`config.mk`:
```
export PLATFORM = sky130hd
export DESIGN_NAME = div_iter
export DESIGN_NICKNAME = d
export VERILOG_FILES = /design/src/rtl/div_iter.sv
export SDC_FILE = /design/constraint.sdc
export NUM_CORES = 1
export LEC_CHECK = 0
export BUFFER_PORTS_ARGS = -buffer_cell sky130_fd_sc_hd__buf_4
export CORE_UTILIZATION = 60
export CTS_BUF_LIST = sky130_fd_sc_hd__clkbuf_8 sky130_fd_sc_hd__clkbuf_16
export CTS_CLUSTER_SIZE = 16
export DETAILED_ROUTE_END_ITERATION = 16
export GPL_TIMING_DRIVEN = 0
export HOLD_SLACK_MARGIN = 0.15
export PLACE_DENSITY = 0.9
export SKIP_LAST_GASP = 1
export SYNTH_ARGS = -nofsm -noshare
export SYNTH_HDL_FRONTEND = slang
export SYNTH_SLANG_ARGS = --single-unit
```
`constraint.sdc`:
```
create_clock -name clk -period 9.2 [get_ports clk]
set_input_delay 0.46 -clock clk [delete_from_list [all_inputs] [get_ports clk]]
set_output_delay 0.46 -clock clk [all_outputs]
set_load 0.005 [all_outputs]
```
`src/rtl/div_iter.sv`:
```
// Iterative radix-2 restoring divider for the EX stage div_* handshake.
// Signed/unsigned quotient and remainder, one bit per cycle, with a fast path, flush and divide-by-zero flag.
//
// state | meaning
// IDLE  | waiting for div_start_i; operands latched on accept
// CALC  | one restoring step per cycle, WIDTH cycles
// SIGN  | apply result signs and register the result
// DONE  | div_done_o pulse, result valid
module div_iter #(
    parameter int WIDTH     = 32,
    parameter bit EARLY_OUT = 1'b1
) (
    input  logic               clk,
    input  logic               rst,
    input  logic               div_start_i,
    input  logic               div_signed_i,
    input  logic [WIDTH-1:0]   div_data1_i,
    input  logic [WIDTH-1:0]   div_data2_i,
    input  logic               div_flush_i,
    output logic               div_ready_o,
    output logic               div_done_o,
    output logic [2*WIDTH-1:0] div_result_o,
    output logic               div_by_zero_o
);
    localparam logic [1:0] S_IDLE = 2'd0;
    localparam logic [1:0] S_CALC = 2'd1;
    localparam logic [1:0] S_SIGN = 2'd2;
    localparam logic [1:0] S_DONE = 2'd3;
    localparam int CW = (WIDTH > 1) ? $clog2(WIDTH) : 1;

    logic [1:0]       state;
    logic [CW-1:0]    cnt;
    logic [WIDTH-1:0] dvd_q;
    logic [WIDTH-1:0] dvs;
    logic [WIDTH-1:0] prem;
    logic             neg_q;
    logic             neg_r;

    logic             a_neg, b_neg;
    logic [WIDTH-1:0] a_abs, b_abs;
    logic [WIDTH:0]   shifted;
    logic             ge;
    logic [WIDTH-1:0] diff;
    logic [WIDTH-1:0] q_fin, r_fin;

    always_comb begin
        a_neg = div_signed_i & div_data1_i[WIDTH-1];
        b_neg = div_signed_i & div_data2_i[WIDTH-1];
        a_abs = a_neg ? (~div_data1_i + 1'b1) : div_data1_i;
        b_abs = b_neg ? (~div_data2_i + 1'b1) : div_data2_i;
    end

    // The stored remainder is always below the divisor, so only the shifted
    // working value needs the extra bit; the difference fits in WIDTH bits.
    always_comb begin
        shifted = {prem, dvd_q[WIDTH-1]};
        ge      = shifted >= {1'b0, dvs};
        diff    = shifted[WIDTH-1:0] - dvs;
        q_fin   = neg_q ? (~dvd_q + 1'b1) : dvd_q;
        r_fin   = neg_r ? (~prem + 1'b1) : prem;
    end

    assign div_ready_o = (state == S_IDLE);
    assign div_done_o  = (state == S_DONE);

    always_ff @(posedge clk) begin
        if (!rst) begin
            state         <= S_IDLE;
            cnt           <= '0;
            dvd_q         <= '0;
            dvs           <= '0;
            prem          <= '0;
            neg_q         <= 1'b0;
            neg_r         <= 1'b0;
            div_result_o  <= '0;
            div_by_zero_o <= 1'b0;
        end else begin
            case (state)
                S_IDLE: begin
                    if (div_start_i && !div_flush_i) begin
                        neg_q <= a_neg ^ b_neg;
                        neg_r <= a_neg;
                        dvd_q <= a_abs;
                        dvs   <= b_abs;
                        prem  <= '0;
                        cnt   <= CW'(WIDTH - 1);
                        if (div_data2_i == '0) begin
                            state         <= S_DONE;
                            div_result_o  <= {div_data1_i, {WIDTH{1'b1}}};
                            div_by_zero_o <= 1'b1;
                        end else if (EARLY_OUT && (a_abs < b_abs)) begin
                            state         <= S_DONE;
                            div_result_o  <= {div_data1_i, {WIDTH{1'b0}}};
                            div_by_zero_o <= 1'b0;
                        end else begin
                            state <= S_CALC;
                        end
                    end
                end
                S_CALC: begin
                    if (div_flush_i) begin
                        state <= S_IDLE;
                    end else begin
                        prem  <= ge ? diff : shifted[WIDTH-1:0];
                        dvd_q <= {dvd_q[WIDTH-2:0], ge};
                        if (cnt == '0) begin
                            state <= S_SIGN;
                        end else begin
                            cnt <= cnt - 1'b1;
                        end
                    end
                end
                S_SIGN: begin
                    if (div_flush_i) begin
                        state <= S_IDLE;
                    end else begin
                        div_result_o  <= {r_fin, q_fin};
                        div_by_zero_o <= 1'b0;
                        state         <= S_DONE;
                    end
                end
                default: state <= S_IDLE;
            endcase
        end
    end
endmodule
```
==> results.toml <==
[outcome]
status = "complete, no violations"

[place]
gp_congestion = 1.05
portBuffers = 135
hpwl_um = 31700

[logic_synthesis]
yosys_warnings = 0
synth_area_leader_cell = "dfxtp_1"
syn_area_um2 = 11900
synth_nets = 1720
synth_cells = 1581
ys.flop_type = "dfxtp_1"
yosysSeqAreaShare_pct = 28.6
synthArstFlopShare_pct = 0
synth_edf_count = 0
synth_area_leaders = "dfxtp_1 (29%), nand2_1 (7.5%), ha_1 (7.2%), o21ai_0 (6.8%), xor2_1 (6.2%)"
synth_top_area_share_pct = 28.6
synth.distinct_cells = 73
ys_ff_latch = 170
avgSynthCellArea_um2 = 7.54

[layout]
multi_input_area_um2 = 7910
seqCellArea_um2 = 3400
drive_gt1_share_pct = 11.4
antenna_cells = 0
final_nets = 1874
nFillCells = 1545
area_growth_pct = 16.5

[power]
ir_worst_vdd_uv = 139
leakagePower_nw = 5.57
p_per_area_nw_per_um2 = 158
power_mw = 2.19

[clock_tree]
clk_path_buf_depth = 2
clock-sinks = 170
cts_resized = 0
htreeDepth = 4
post_cts.repair.setup_buffers = 0
worst_setup_hold_path_clk_slew_ns = 0.07
cts_root_buffer = "clkbuf_16"
clock_latency_ns = 0.45
hold_buffers = 0
cts_tree = "done"
cts_buffers = 17

[sta]
min_period_ns = 6.38
fin_skew_ns = 0.00660
drv_slew = 0
setup_tns_ns = 0
fmax_ghz = 0.157
worst_slew_pin_slew_ns = 1.06
max_slew_margin_pct = 28.6
finalSetupViolCount = 0
min_period_over_period_pct = 69.4
hold_viol = 0
rsz0062_at_grt = "no"

[drt]
routed-wl-met3_um = 4400
drt_pass1_iterations = 6
maxUsedRoutingLayer = "met4"
wl_met2_um = 19000
m1WireLength_um = 15000
antenna_left = 0
first_iter_violations = 1577
drc = 0
vias_per_cell = 6.54
wirelength_um = 41300
wl_per_cell_um = 20.5
vias = 13200

[die]
die_x_um = 143
die_y_um = 143
io_pins = 136
core_um2 = 19500
fp.dieArea_um2 = 20400
rows = 51
start_util_pct = 61.2

[critical_path]
cp_max_fo = 10
path_delay_family = "compound AO/OA/AOI/OAI gates"
timing.critical_path.buf_inv = 3
rrSetupSlack_ns = 5.53
critPathLaunchType = "input pin"
ff2ff_path_depth = 13
crit_required_ns = 9.58
crit_arrival_ns = 6.76
r2r_end = "prem[26]"
critPathMaxStageDelay_ns = 0.70
r2r-start = "dvd_q[31]"
critPathSlowestCell = "nor4_1"
path_class = "input pin to flop"
crit_chain = "buf_4, or2_1, or4_1, nor4_1, nor4b_2, a31oi_1, xnor2_1, ha_1, a21o_1, a21o_1, a221oi_1, o2111ai_1, a21oi_1, o21ai_2, a211oi_4, buf_6, buf_2, o2111ai_1, o21ai_0"
endpoint_kind = "flop"

[hold_path]
hold_end = "dvs[0]"
hold_depth = 3
holdCritStartpoint = "div_data2_i[0]"
worstHoldPathType = "input pin to flop"

[grt]
grt.overflow.total = 0
grt_pass1_vias = 12200
antenna_found_initial = 0
grt_start_max_net_pins = 18
track_usage_pct = 40.6
grt_pass1_wl_um = 63400

[job]
maxCapViolations = 0
## how the worst max path moves through the flow
stage	startpoint	end	slack, ns	cells after the start
after CTS	div_data2_i[0]	div_result_o[44]	3.06	19
after floorplan	div_data1_i[4]	div_result_o[13]	4.55	20
after global placement	div_data2_i[0]	div_result_o[44]	2.71	19
after global routing	div_data2_i[0]	div_result_o[44]	2.54	19
after detailed placement	div_data2_i[0]	div_result_o[44]	2.60	19
final	div_data2_i[0]	div_result_o[44]	2.82	19
## worst reg2reg max path, delay by kind of cell (launching register included)
family / cells / cell delay [ns]
buffers and inverters: 2 / 0.22
adder cells (fa/ha/maj): 2 / 0.59
flip-flops: 1 / 0.39
multiplexers: 1 / 0.17
XOR/XNOR: 1 / 0.18
AO/OA/AOI/OAI: 7 / 2.00
## cell usage after synthesis (15+ instances only)
cell type	number
nand2_1	237
dfxtp_1	170
o21ai_0	161
nor2_1	129
a21oi_1	113
clkbuf_1	84
xor2_1	84
ha_1	69
xnor2_1	61
inv_1	56
a211oi_1	32
o211ai_1	32
o31ai_1	32
o2111ai_1	31
or3_1	28
nand3_1	27
nor3_1	21
a21o_1	18
nor4_1	16
or4_1	15
## state kept, by name, indices dropped and copies added (netlist names)
register       flops
dvs               32
state              2
prem              32
cnt                5
dvd_q             32
div_result_o      64
div_by_zero_o      1
neg_q              1
neg_r              1
## through the flow
stage	hold slack (ns)	cells	util, %	area, µm²	setup WS [ns]
final	0.307	2013	71.3	13900	2.82
after detailed placement	0.454	1981	68.1	13300	2.60
after global placement	0.446	1981	68.1	13300	2.71
after floorplan	0.440	1581	-	11900	4.55
after CTS	0.296	2013	71.3	13900	3.06
after global routing	0.299	2013	71.3	13900	2.54
## kinds of logic (layout without fill, tap and decap cells)
| family | Yosys count | count (layout) | share of synthesized area [%] |
|---|---|---|---|
| and+or+nand+nor | 545 | 545 | 21.4 |
| AOI/OAI and AO/OA | 484 | 484 | 25.7 |
| DFF | 170 | 170 | 28.6 |
| buffers and inverters | 154 | 321 | 5.10 |
| xor gates and xnor gates | 145 | 145 | 10.7 |
| adders and majority gates | 70 | 70 | 7.41 |
| muxes | 13 | 13 | 1.11 |
## power breakdown
part / switching, mW / internal [mW] / leakage, nW
Sequential: 0.0423 / 0.779 / 1.38
Combinational: 0.378 / 0.231 / 3.89
Clock: 0.343 / 0.421 / 0.298
## cell type report
type | count | share of cell area, %
tap | 265 | 2.39
multi-input combinational | 1257 | 57.0
inverter | 56 | 1.51
clock buffer | 18 | 3.16
sequential | 170 | 24.5
clock inverter | 14 | 1.26
buffer | 98 | 2.87
timing repair buffer | 135 | 7.30
## cell usage in the layout, fill, tap and decap left out, types with 12 or more instances in the layout
master / synthesis / final
o2111ai_1: 31 / 31
nor3_1: 21 / 20
clkbuf_1: 84 / 84
a211oi_1: 32 / 32
buf_4: 1 / 136
nor4_1: 16 / 16
o211ai_1: 32 / 32
xor2_1: 84 / 84
xnor2_1: 61 / 61
a21oi_1: 113 / 113
or4_1: 15 / 15
or3_1: 28 / 28
a32oi_1: 13 / 13
nand2b_1: 13 / 13
a21o_1: 18 / 18
clkbuf_16: 0 / 17
inv_1: 56 / 56
nor2_1: 129 / 129
o31ai_1: 32 / 32
dfxtp_1: 170 / 170
nand2_1: 237 / 237
nand3_1: 27 / 27
ha_1: 69 / 69
o21ai_0: 161 / 161
o41ai_1: 12 / 12
## per-layer routing
metal,vias up,track usage (%)
met2,926,66.8
met5,-,0
met3,232,7.85
li1,6010,-
met1,6002,47.3
met4,0,28.8
Power figures use the tool's default switching activity.
